[config.mk]
export PLATFORM = sky130hd
export DESIGN_NAME = vga_timing_gen_flat
export DESIGN_NICKNAME = d
export VERILOG_FILES = /design/src/rtl/vga_timing_gen_if.sv /design/src/rtl/vga_timing_gen.sv /design/src/flat_wrapper.sv
export SDC_FILE = /design/constraint.sdc
export NUM_CORES = 1
export LEC_CHECK = 0
export ABC_AREA = 1
export CAP_MARGIN = 20
export CORE_MARGIN = 2
export CORE_UTILIZATION = 45
export DETAILED_ROUTE_END_ITERATION = 8
export PLACE_DENSITY = 0.81
export SLEW_MARGIN = 20
export SYNTH_ARGS = -nofsm -noshare
export SYNTH_HDL_FRONTEND = slang
export SYNTH_SLANG_ARGS = --single-unit
export TNS_END_PERCENT = 50
[constraint.sdc]
create_clock -name clk -period 2.5 [get_ports clk]
set_input_delay 0.75 -clock clk [delete_from_list [all_inputs] [get_ports clk]]
set_output_delay 0.75 -clock clk [all_outputs]
set_load 0.02 [all_outputs]
[src/rtl/vga_timing_gen_if.sv]
// Raster timing bus between the timing generator (master) and the renderer (slave).
// frame_cnt is only present when VGA_TIMING_FRAME_CNT_EN is defined.
interface vga_timing_gen_if #(
  parameter int CNT_W = 11
);
  logic             pix_en;
  logic [CNT_W-1:0] hcount;
  logic [CNT_W-1:0] vcount;
  logic             blank;
  logic             Hsync;
  logic             Vsync;
  logic             line_start;
  logic             frame_start;
`ifdef VGA_TIMING_FRAME_CNT_EN
  logic [15:0]      frame_cnt;

  modport master (
    input  pix_en,
    output hcount, vcount, blank, Hsync, Vsync, line_start, frame_start, frame_cnt
  );
  modport slave (
    output pix_en,
    input  hcount, vcount, blank, Hsync, Vsync, line_start, frame_start, frame_cnt
  );
`else
  modport master (
    input  pix_en,
    output hcount, vcount, blank, Hsync, Vsync, line_start, frame_start
  );
  modport slave (
    output pix_en,
    input  hcount, vcount, blank, Hsync, Vsync, line_start, frame_start
  );
`endif
endinterface

[src/rtl/vga_timing_gen.sv]
// VGA raster timing generator: pixel coordinates, blanking and H/V sync from one
// pixel clock. All outputs are registered from combinational next-state values so
// blank/sync always describe the coordinates presented in the same cycle.
// Optional feature: define VGA_TIMING_FRAME_CNT_EN to add a 16-bit frame counter.
module vga_timing_gen #(
  parameter int H_ACTIVE = 640,
  parameter int H_FP     = 16,
  parameter int H_SYNC   = 96,
  parameter int H_BP     = 48,
  parameter int V_ACTIVE = 480,
  parameter int V_FP     = 10,
  parameter int V_SYNC   = 2,
  parameter int V_BP     = 33,
  parameter bit SYNC_POL = 1'b0,
  parameter int CNT_W    = 11
) (
  input logic             clk,
  input logic             resetn,
  vga_timing_gen_if.master vga
);

  localparam logic [CNT_W-1:0] hTotal  = CNT_W'(H_ACTIVE + H_FP + H_SYNC + H_BP);
  localparam logic [CNT_W-1:0] vTotM1  = CNT_W'(V_ACTIVE + V_FP + V_SYNC + V_BP - 1);
  localparam logic [CNT_W-1:0] hActive = CNT_W'(H_ACTIVE);
  localparam logic [CNT_W-1:0] vActive = CNT_W'(V_ACTIVE);
  localparam logic [CNT_W-1:0] hsStart = CNT_W'(H_ACTIVE + H_FP + 1);
  localparam logic [CNT_W-1:0] hsEnd   = CNT_W'(H_ACTIVE + H_FP + H_SYNC);
  localparam logic [CNT_W-1:0] vsStart = CNT_W'(V_ACTIVE + V_FP);
  localparam logic [CNT_W-1:0] vsEnd   = CNT_W'(V_ACTIVE + V_FP + V_SYNC - 1);
  localparam logic [CNT_W-1:0] one     = CNT_W'(1);

  logic [CNT_W-1:0] hNext, vNext;
  logic             blankNext, hsNext, vsNext;
  logic             wrapLine, wrapFrame;

  // Next raster position and the flags that belong to it; holds when pix_en is low.
  always_comb begin
    hNext     = vga.hcount;
    vNext     = vga.vcount;
    wrapLine  = 1'b0;
    wrapFrame = 1'b0;
    if (vga.pix_en) begin
      if (vga.hcount == hTotal) begin
        hNext     = one;
        wrapLine  = 1'b1;
        wrapFrame = (vga.vcount == vTotM1);
        vNext     = wrapFrame ? '0 : vga.vcount + one;
      end else begin
        hNext = vga.hcount + one;
      end
    end
    // hcount is 1-based, so 0 is never visible; vsync edges land on hcount=1
    // because vNext only changes on the line wrap.
    blankNext = !((hNext != '0) && (hNext <= hActive) && (vNext < vActive));
    hsNext    = ((hNext >= hsStart) && (hNext <= hsEnd)) ? SYNC_POL : ~SYNC_POL;
    vsNext    = ((vNext >= vsStart) && (vNext <= vsEnd)) ? SYNC_POL : ~SYNC_POL;
  end

  // Output registers; reset parks the raster on the last pixel of the frame so the
  // first enabled step lands on (1,0) with both start pulses.
  always_ff @(posedge clk or negedge resetn) begin
    if (!resetn) begin
      vga.hcount      <= hTotal;
      vga.vcount      <= vTotM1;
      vga.blank       <= 1'b1;
      vga.Hsync       <= ~SYNC_POL;
      vga.Vsync       <= ~SYNC_POL;
      vga.line_start  <= 1'b0;
      vga.frame_start <= 1'b0;
    end else begin
      vga.hcount      <= hNext;
      vga.vcount      <= vNext;
      vga.blank       <= blankNext;
      vga.Hsync       <= hsNext;
      vga.Vsync       <= vsNext;
      vga.line_start  <= wrapLine;
      vga.frame_start <= wrapFrame;
    end
  end

`ifdef VGA_TIMING_FRAME_CNT_EN
  // Frame counter steps in the same cycle frame_start is presented, wrapping naturally.
  always_ff @(posedge clk or negedge resetn) begin
    if (!resetn)        vga.frame_cnt <= 16'h0000;
    else if (wrapFrame) vga.frame_cnt <= vga.frame_cnt + 16'h0001;
  end
`endif

endmodule
[src/flat_wrapper.sv]
// flat-port wrapper written by rule: the top's interface ports become plain ports
module vga_timing_gen_flat 
#(
  parameter int H_ACTIVE = 640,
  parameter int H_FP     = 16,
  parameter int H_SYNC   = 96,
  parameter int H_BP     = 48,
  parameter int V_ACTIVE = 480,
  parameter int V_FP     = 10,
  parameter int V_SYNC   = 2,
  parameter int V_BP     = 33,
  parameter bit SYNC_POL = 1'b0,
  parameter int CNT_W    = 11
)
  (clk, resetn, vga_pix_en, vga_hcount, vga_vcount, vga_blank, vga_Hsync, vga_Vsync, vga_line_start, vga_frame_start);
  vga_timing_gen_if #(.CNT_W(CNT_W)) vga_i ();
  input logic clk;
  input logic resetn;
  input wire logic [$bits(vga_i.pix_en)-1:0] vga_pix_en;
  output wire logic [$bits(vga_i.hcount)-1:0] vga_hcount;
  output wire logic [$bits(vga_i.vcount)-1:0] vga_vcount;
  output wire logic [$bits(vga_i.blank)-1:0] vga_blank;
  output wire logic [$bits(vga_i.Hsync)-1:0] vga_Hsync;
  output wire logic [$bits(vga_i.Vsync)-1:0] vga_Vsync;
  output wire logic [$bits(vga_i.line_start)-1:0] vga_line_start;
  output wire logic [$bits(vga_i.frame_start)-1:0] vga_frame_start;
  assign vga_i.pix_en = vga_pix_en;
  assign vga_hcount = vga_i.hcount;
  assign vga_vcount = vga_i.vcount;
  assign vga_blank = vga_i.blank;
  assign vga_Hsync = vga_i.Hsync;
  assign vga_Vsync = vga_i.Vsync;
  assign vga_line_start = vga_i.line_start;
  assign vga_frame_start = vga_i.frame_start;
  vga_timing_gen #(.H_ACTIVE(H_ACTIVE), .H_FP(H_FP), .H_SYNC(H_SYNC), .H_BP(H_BP), .V_ACTIVE(V_ACTIVE), .V_FP(V_FP), .V_SYNC(V_SYNC), .V_BP(V_BP), .SYNC_POL(SYNC_POL), .CNT_W(CNT_W)) u_core (.clk(clk), .resetn(resetn), .vga(vga_i));
endmodule
# ---- After elaboration in Yosys (flattened, before gate mapping)
# Index checks and enable logic that the tools add are counted.
# Widths: inputs -> output; s select.
dict set report op_classes {
  addsub 2
  order_cmp 6
  n_eq_ne 2
  mux 11
  reduce_logical 6
}
# op n
set op_table {}
lappend op_table {{$mux 11} 5}
lappend op_table {{$add 11x1->11 const B} 2}
lappend op_table {{$eq 11x10->1 const B} 2}
lappend op_table {{$le 11x10->1 const B} 2}
lappend op_table {{$ge 11x10->1 const B} 1}
lappend op_table {{$ge 11x9->1 const B} 1}
lappend op_table {{$le 11x9->1 const B} 1}
lappend op_table {{$lt 11x9->1 const B} 1}
lappend op_table {{$reduce_bool 11->1} 1}
lappend op_table {{$mux 1} 6}
lappend op_table {{$logic_and 1x1->1} 4}
lappend op_table {{$logic_not 1->1} 1}
dict set report word_totals {
  ff_bits 27
  in_bits 3
  out_inout_bits 27
  word_cells 34
}

# ---- Depth between registers and ports, before layout
# Gate-level depths: netlist of the first run.
dict set report logic_depth {
  depth_word 7
  mapped_depth 14
  ltp_nobuf 14
}

# ---- Worst setup path before layout of the first run
# OpenSTA, ideal clock, no wires.
dict set report synth_path {
  path_type {input-to-reg}
  start {in vga_pix_en}
  end {reg u_core.vga.blank}
  setup_ns 0.064
  arrival_time_ns 1.763
  required_ns 2.436
  slack_ns 0.673
  stages 11
  n_path_buf 1
  path_cell_list {buf_6 inv_2 nor2_1 nand3_4 nand3_1 nand3_1 nor2_2 nand2_1 nor2_1 nor2_1 nand3_1}
}
dict set report synth_between {
  elab_chain_cells 5
  elab_cells_between_ends 8
  classes_between {order compare (2); mux (2); reduce/logical (4)}
}
# element line
set synth_rtl {}
lappend synth_rtl {{from (decl)} flat_wrapper.sv:19} ;# input wire logic [$bits(vga_i.pix_en)-1:0] vga_pix_en;
lappend synth_rtl {{$mux 11} vga_timing_gen.sv:42} ;# if (vga.pix_en) begin
lappend synth_rtl {{$le 11x10->1 or $reduce_bool 11->1 (tied branches)} vga_timing_gen.sv:54} ;# blankNext = !((hNext != '0) && (hNext <= hActive) && (vNext < vActive));
lappend synth_rtl {{$logic_and 1x1->1} vga_timing_gen.sv:54}
lappend synth_rtl {{$logic_and 1x1->1 (*)} vga_timing_gen.sv:54}
lappend synth_rtl {{$logic_not 1->1 (*)} vga_timing_gen.sv:54}
lappend synth_rtl {{net u_core.blankNext} vga_timing_gen.sv:33} ;# logic blankNext, hsNext, vsNext;
lappend synth_rtl {{to (signal assigned)} vga_timing_gen.sv:73} ;# vga.blank <= blankNext;
lappend synth_rtl {{to (decl)} vga_timing_gen_if.sv:28} ;# output hcount, vcount, blank, Hsync, Vsync, line_start, frame_start
# The timed path passes the listed nets; every way through them passes the cells marked *.

# ---- Worst setup path after layout of the first run
dict set report layout_path {
  start {reg u_core.vga.hcount[3]}
  end {out vga_hcount[3]}
}
# element line
set layout_rtl {}
lappend layout_rtl {{from (decl)} vga_timing_gen_if.sv:28}
lappend layout_rtl {{from (signal assigned)} vga_timing_gen.sv:63} ;# vga.hcount <= hTotal;
lappend layout_rtl {{from (signal assigned)} vga_timing_gen.sv:71} ;# vga.hcount <= hNext;
lappend layout_rtl {{to (decl)} flat_wrapper.sv:20} ;# output wire logic [$bits(vga_i.hcount)-1:0] vga_hcount;
# No word-level cell between the ends.

==> results of run 1 <==
-- layer usage --
metal	GRT usage, %	vias to the layer above	part of all wire (%)	wire (um)
met5	0	-	0	0
met4	8.75	0	1.4	58
met3	2.44	7	2.2	92
met2	33.1	27	50	2050
met1	26.4	798	47	1930
li1	-	880	-	-
-- power groups by stage --
stage	Sequential (mW)	Combinational, mW	Clock, mW
6_report	0.647	0.723	0.257
5_1_grt	0.665	0.805	0.281
4_1_cts	0.647	0.727	0.268
3_5_place_dp	0.655	0.726	0
3_3_place_gp	0.653	0.713	0
2_1_floorplan	0.687	0.470	0
-- layout by cell type (no fill, tap or decap) --
| master | netlist | routed |
|---|---|---|
| nand3_4 | 3 | 3 |
| buf_4 | 0 | 6 |
| nand3_1 | 23 | 23 |
| nor2_4 | 7 | 7 |
| or2_1 | 1 | 1 |
| o21ai_0 | 7 | 7 |
| nor3_2 | 2 | 2 |
| clkinv_1 | 1 | 1 |
| clkbuf_8 | 0 | 3 |
| xnor2_1 | 2 | 2 |
| o21ai_2 | 2 | 2 |
| inv_1 | 36 | 36 |
| clkinv_2 | 2 | 3 |
| nand3_2 | 1 | 1 |
| clkdlybuf4s50_1 | 0 | 29 |
| dfrtp_1 | 18 | 18 |
| dfstp_2 | 9 | 9 |
| a21o_1 | 1 | 1 |
| nor2_1 | 29 | 29 |
| o21bai_1 | 1 | 1 |
| nand4_1 | 12 | 12 |
| nand4_4 | 1 | 1 |
| xor2_1 | 1 | 1 |
| ha_1 | 4 | 4 |
| nand2_1 | 70 | 70 |
| nor2_2 | 3 | 3 |
| nor3_1 | 2 | 2 |
| a21oi_1 | 1 | 1 |
| nand2_2 | 8 | 8 |
| inv_2 | 7 | 7 |
-- path summary, 6_finish.rpt --
path,end,slack [ps],cells past startpoint,startpoint
worst max-delay path,vga_hcount[3],230,1,u_core.vga.hcount[3]
worst min-delay path,u_core.vga.vcount[3],530,2,u_core.vga.vcount[3]
worst max register to register,u_core.vga.blank,590,12,u_core.vga.hcount[0]
worst min register to register,u_core.vga.vcount[3],530,2,u_core.vga.vcount[3]
max in group asynchronous,u_core.vga.vcount[9],1370,2,resetn
min in group asynchronous,u_core.vga.hcount[3],830,2,resetn
-- area by class of cell --
cell class              count  share of cell area, %
multi-input cells         181                   42.8
clock inverters             1                  0.219
well taps                  50                   2.74
clock buffers               3                   1.81
flip-flops and latches     27                   30.1
repair buffers             35                   14.7
inverters                  46                   7.67
-- cells by family after synthesis --
| kind of cell | share of synthesized area [%] |
|---|---|
| flops | 36.6 |
| simple gates | 44.3 |
| buf+inv | 11.1 |
| fa+ha+maj | 2.67 |
| xor+xnor | 1.40 |
| compound gates | 3.87 |
-- synthesized netlist by cell type (all sizes together) --
| library cell | count |
|---|---|
| clkinv | 3 |
| nor2 | 39 |
| ha | 4 |
| nor3 | 4 |
| xnor2 | 2 |
| a21o | 1 |
| nand3 | 27 |
| a21oi | 1 |
| nand2 | 78 |
| dfrtp | 18 |
| xor2 | 1 |
| buf | 3 |
| nand4 | 13 |
| or2 | 1 |
| o21bai | 1 |
| dfstp | 9 |
| o21ai | 9 |
| inv | 43 |
-- metrics by stage --
stage | total power, mW | hold slack, ps | cell area, um^2 | std cells
CTS | 1.64 | 531 | 2280 | 343
global route | 1.75 | 577 | 2280 | 343
detailed placement | 1.38 | 516 | 2240 | 339
finish | 1.63 | 534 | 2280 | 343
global placement | 1.37 | 516 | 2240 | 339
floorplan | 1.16 | 454 | 1870 | 257
-- state kept, by name, summed over array words and instances (netlist names) --
register                cells
u_core.vga.Hsync            1
u_core.vga.Vsync            1
u_core.vga.blank            1
u_core.vga.frame_start      1
u_core.vga.hcount          11
u_core.vga.line_start       1
u_core.vga.vcount          11
==> metrics.txt, run 1 <==
Syn Inst Count=257; CTS Sinks=27; layout cells sized above 1=roughly a fifth; Slew Viols, Final=0; postcts setup bufs=0; total track usage=20.1%; Critical Path RT=1750 ps; Reg clk slew, reported paths=90 ps; Critical Path Max Stage Delay=670 ps; PwrDens=roughly 700 nW/um^2; delay-heaviest family, CP=buffers and inverters; number of global-route vias before repair=roughly 1600; vias=about 1700; Syn Area/Cell=7.29 um^2; Syn. warnings=0; dpl hpwl=3310 um; Rel. slew slack=between 70% and 80%; vias per inst=about 5; pin count of the biggest net entering global routing=28; Clk pwr share=between 10% and 20%; Min-Delay Path Class=flip-flop to flip-flop; # fillers=about 380; Worst Tran Pin Value=357 ps; Rows=23; worst path cell trace=clkdlybuf4s50_1; sequential share of the synthesized area=36.6%; Total Wirelength=a little over 4000 um; top cells by area, synth=dfrtp_1 (24%), nand2_1 (14%), dfstp_2 (13%), inv_1 (7.2%), nand3_1 (6.1%); Die Area=4700 um^2; Root Driver=clkbuf_8; fin crit period=2270 ps; Max FO, Critical Path=9; part of the power in combinational logic=44.4%; synthesized netlist net count=264; setup ws final=227 ps; final worst-path cycle share=about nine tenths; Die W=68.5 um; IO Count=30; final routed DRC violation total=0; Layout Nets=301; post-cts hold buffer count=0; number of setup violations in the final report=0; post-synth design cell area=between 1500 and 2000 um^2; Core Area=around 4000 um^2; Reg power frac=39.8%; critical path startpoint category=flip-flop; RSZ-0062 raised after global routing=false; worst path bufs/invs=1; VDD IR-drop max=between 300 and 400 uV; Clock H-tree levels=1; synth unique cells=28; final hold viol count=0; die span in y=68.5 um; maxcap violations=0; CTS Buf Count=3; initial antenna violation count=0; internal power=0.912 mW; Bufs on Longest Clock Path=2; multi-input logic area=978 um^2; WL/cell=12.0 um; Leak Pwr=1.11 nW; Synth Register Bits=27; biggest area consumer among synthesized cells=dfrtp_1; CP Capture Type=output port; first-pass GRT wire length=7130 um; Initial Utilization=46.9%; P_sw=0.714 mW; input/output buffers=29; Ant. Diodes=0; Crit Path Class=flip-flop to output port; final core utilization=57.1%; area delta synth->final=21.9%; Placer Congestion=0.910; switching part of the total power=43.9%; Slowest cell on crit path=clkdlybuf4s50_1; post-synth top area share=24.0%; worst path arrival time=1520 ps; Setup TNS=0 ps; post-route ant nets=0; Register Area=approximately 690 um^2; Clock Skew=roughly 3.3 ps; Resized Gates After CTS=0; DRT iter0 DRCs=~120; outcome=finished, final reports clean; fmax=440 MHz; worst-skew pair later-pin latency=280 ps; CTS tree=yes; GRT overflow=0; drt first pass iters=4; Setup WS pre-CTS=-48.2 ps
(Power assumes the default switching activity.)
==> run 2: changes to the inputs <==
--- a/config.mk
+++ b/config.mk
@@ -15,4 +15,3 @@
 export SYNTH_ARGS = -nofsm -noshare
 export SYNTH_HDL_FRONTEND = slang
 export SYNTH_SLANG_ARGS = --single-unit
-export TNS_END_PERCENT = 50
==> constraint.sdc (replaced) <==
create_clock -name clk -period 2.3 [get_ports clk]
set_input_delay 0.69 -clock clk [delete_from_list [all_inputs] [get_ports clk]]
set_output_delay 0.69 -clock clk [all_outputs]
set_load 0.02 [all_outputs]
==> run 2 against run 1 <==
Against the previous run:
- final cell count grew 5.0%
- sequential cell count stayed put
- combinational power grew 21%
- worst hold slack better by 94 ps
- first-iteration DRC count rose by 50%
- via count up 5.8%
==> metrics.txt, run 2 (synthesis results as in run 1) <==
outcome=finished, final reports clean; CP Capture Type=output port; number of setup violations in the final report=0; GRT overflow=0; CTS Buf Count=3; input/output buffers=29; largest registers=u_core.vga.hcount x11, u_core.vga.vcount x11; Ant. Diodes=0; DP Cell Count=356; Finished Layout Cells=360; final hold viol count=0; Root Driver=clkbuf_8; PwrDens=763 nW/um^2; IO Count=30; total track usage=20.9%; Slew Viols, Final=0; worst-skew pair later-pin latency=270 ps; Placer Congestion=0.929; worst path arrival time=1500 ps; fmax=457 MHz; RSZ-0062 raised after global routing=false; Max FO, Critical Path=9; DRT iter0 DRCs=182; Layout Nets=318; layout cells sized above 1=23.2%; area delta synth->final=28.8%; Critical Path RT=1610 ps; fin crit period=2190 ps; Rows=23; # fillers=366; Reg clk slew, reported paths=90 ps; CTS tree=yes; WL/cell=12.1 um; Leak Pwr=approximately 1.2 nW; Worst Tran Pin Value=345 ps; worst path bufs/invs=1; first-pass GRT wire length=between 7000 and 8000 um; initial antenna violation count=0; Die Area=4700 um^2; final worst-path cycle share=between 90% and 100%; dpl hpwl=roughly 3500 um; delay-heaviest family, CP=buffers and inverters; pin count of the biggest net entering global routing=28; VDD IR-drop max=443 uV; most common cell after layout, fill and taps aside=nand2_1; Crit Path Class=flip-flop to output port; critical path startpoint category=flip-flop; number of global-route vias before repair=1689; Initial Utilization=46.9%; final routed DRC violation total=0; maxcap violations=0; Design Area, Final=2410 um^2; Bufs on Longest Clock Path=2; vias per inst=about 5; Rel. slew slack=76.8%; drt first pass iters=4; Critical Path Max Stage Delay=roughly 670 ps; die span in y=68.5 um; commonest cells after routing, fill and taps aside=nand2_1 (70), inv_1 (36), nor2_1 (29); Core Area=4000 um^2; vias=1811; post-route ant nets=0; Total Wirelength=4350 um; Clock H-tree levels=1; placed inst area=2370 um^2; Min-Delay Path Class=flip-flop to flip-flop; CTS Sinks=27; Clock Skew=4.34 ps; Die W=roughly 69 um; worst path cell trace=clkdlybuf4s50_1; Slowest cell on crit path=clkdlybuf4s50_1
-- run 2: cell types whose count changed in the layout (fill, tap and decap cells not counted) --
cell             before  now
clkdlybuf4s50_1      29   28
buf_4                 6   23
dlymetal6s2s_1        0    1
-- run 2: routing by layer --
layer | wire length (um) | part of all wire (%) | global-route usage, % | up-vias
met1 | 1970 | 45 | 27.6 | 843
met5 | 0 | 0 | 0 | -
met2 | 2160 | 50 | 35.5 | 51
met3 | 176 | 4.0 | 2.60 | 4
met4 | 44 | 1.0 | 6.75 | 0
li1 | - | - | - | 913
-- run 2: power breakdown --
group	switching, mW	total (mW)	internal, mW
combinational	0.500	0.873	0.373
sequential	0.143	0.703	0.560
clock	0.145	0.266	0.121
total	0.788	1.84	1.05
-- run 2: path summary, 6_finish.rpt --
check | from | endpoint | slack (ps) | cells after the start
max in group asynchronous | resetn | u_core.vga.Vsync | 1220 | 2
hold / removal | u_core.vga.hcount[1] | u_core.vga.hcount[1] | 630 | 2
hold reg to reg | u_core.vga.hcount[1] | u_core.vga.hcount[1] | 630 | 2
setup / recovery | u_core.vga.hcount[3] | vga_hcount[3] | 110 | 1
min in group asynchronous | resetn | u_core.vga.vcount[0] | 790 | 2
setup reg to reg | u_core.vga.hcount[0] | u_core.vga.blank | 320 | 12
-- run 2: layout make-up --
type / instances / area, um^2 / area share, %
multi-input combinational: 181 / 978 / 40.5
sequential: 27 / 687 / 28.4
timing repair buffer: 52 / 465 / 19.3
inverter: 46 / 175 / 7.25
tap: 50 / 62.6 / 2.59
clock buffer: 3 / 41.3 / 1.71
clock inverter: 1 / 5.00 / 0.207
-- run 2: metrics by stage --
stage | power, mW | setup TNS (ps) | hold WS, ps | worst slack, ps | utilization (%)
global placement | 1.56 | -331 | 598 | -196 | 59.1
floorplan | 1.26 | 0 | 394 | 533 | -
detailed placement | 1.58 | -414 | 613 | -201 | 59.1
finish | 1.84 | 0 | 628 | 111 | 60.4
global route | 1.99 | 0 | 677 | 24.6 | 60.4
CTS | 1.86 | 0 | 629 | 81.0 | 60.3
-- run 2: what timing repair did --
item / 4_1_cts / 5_1_grt
buffers inserted: 0 / 0
hold buffers: 0 / 0
resized for setup: 0 / 1
hold endpoints to repair: 0 / 0
setup endpoints to repair: 0 / 1
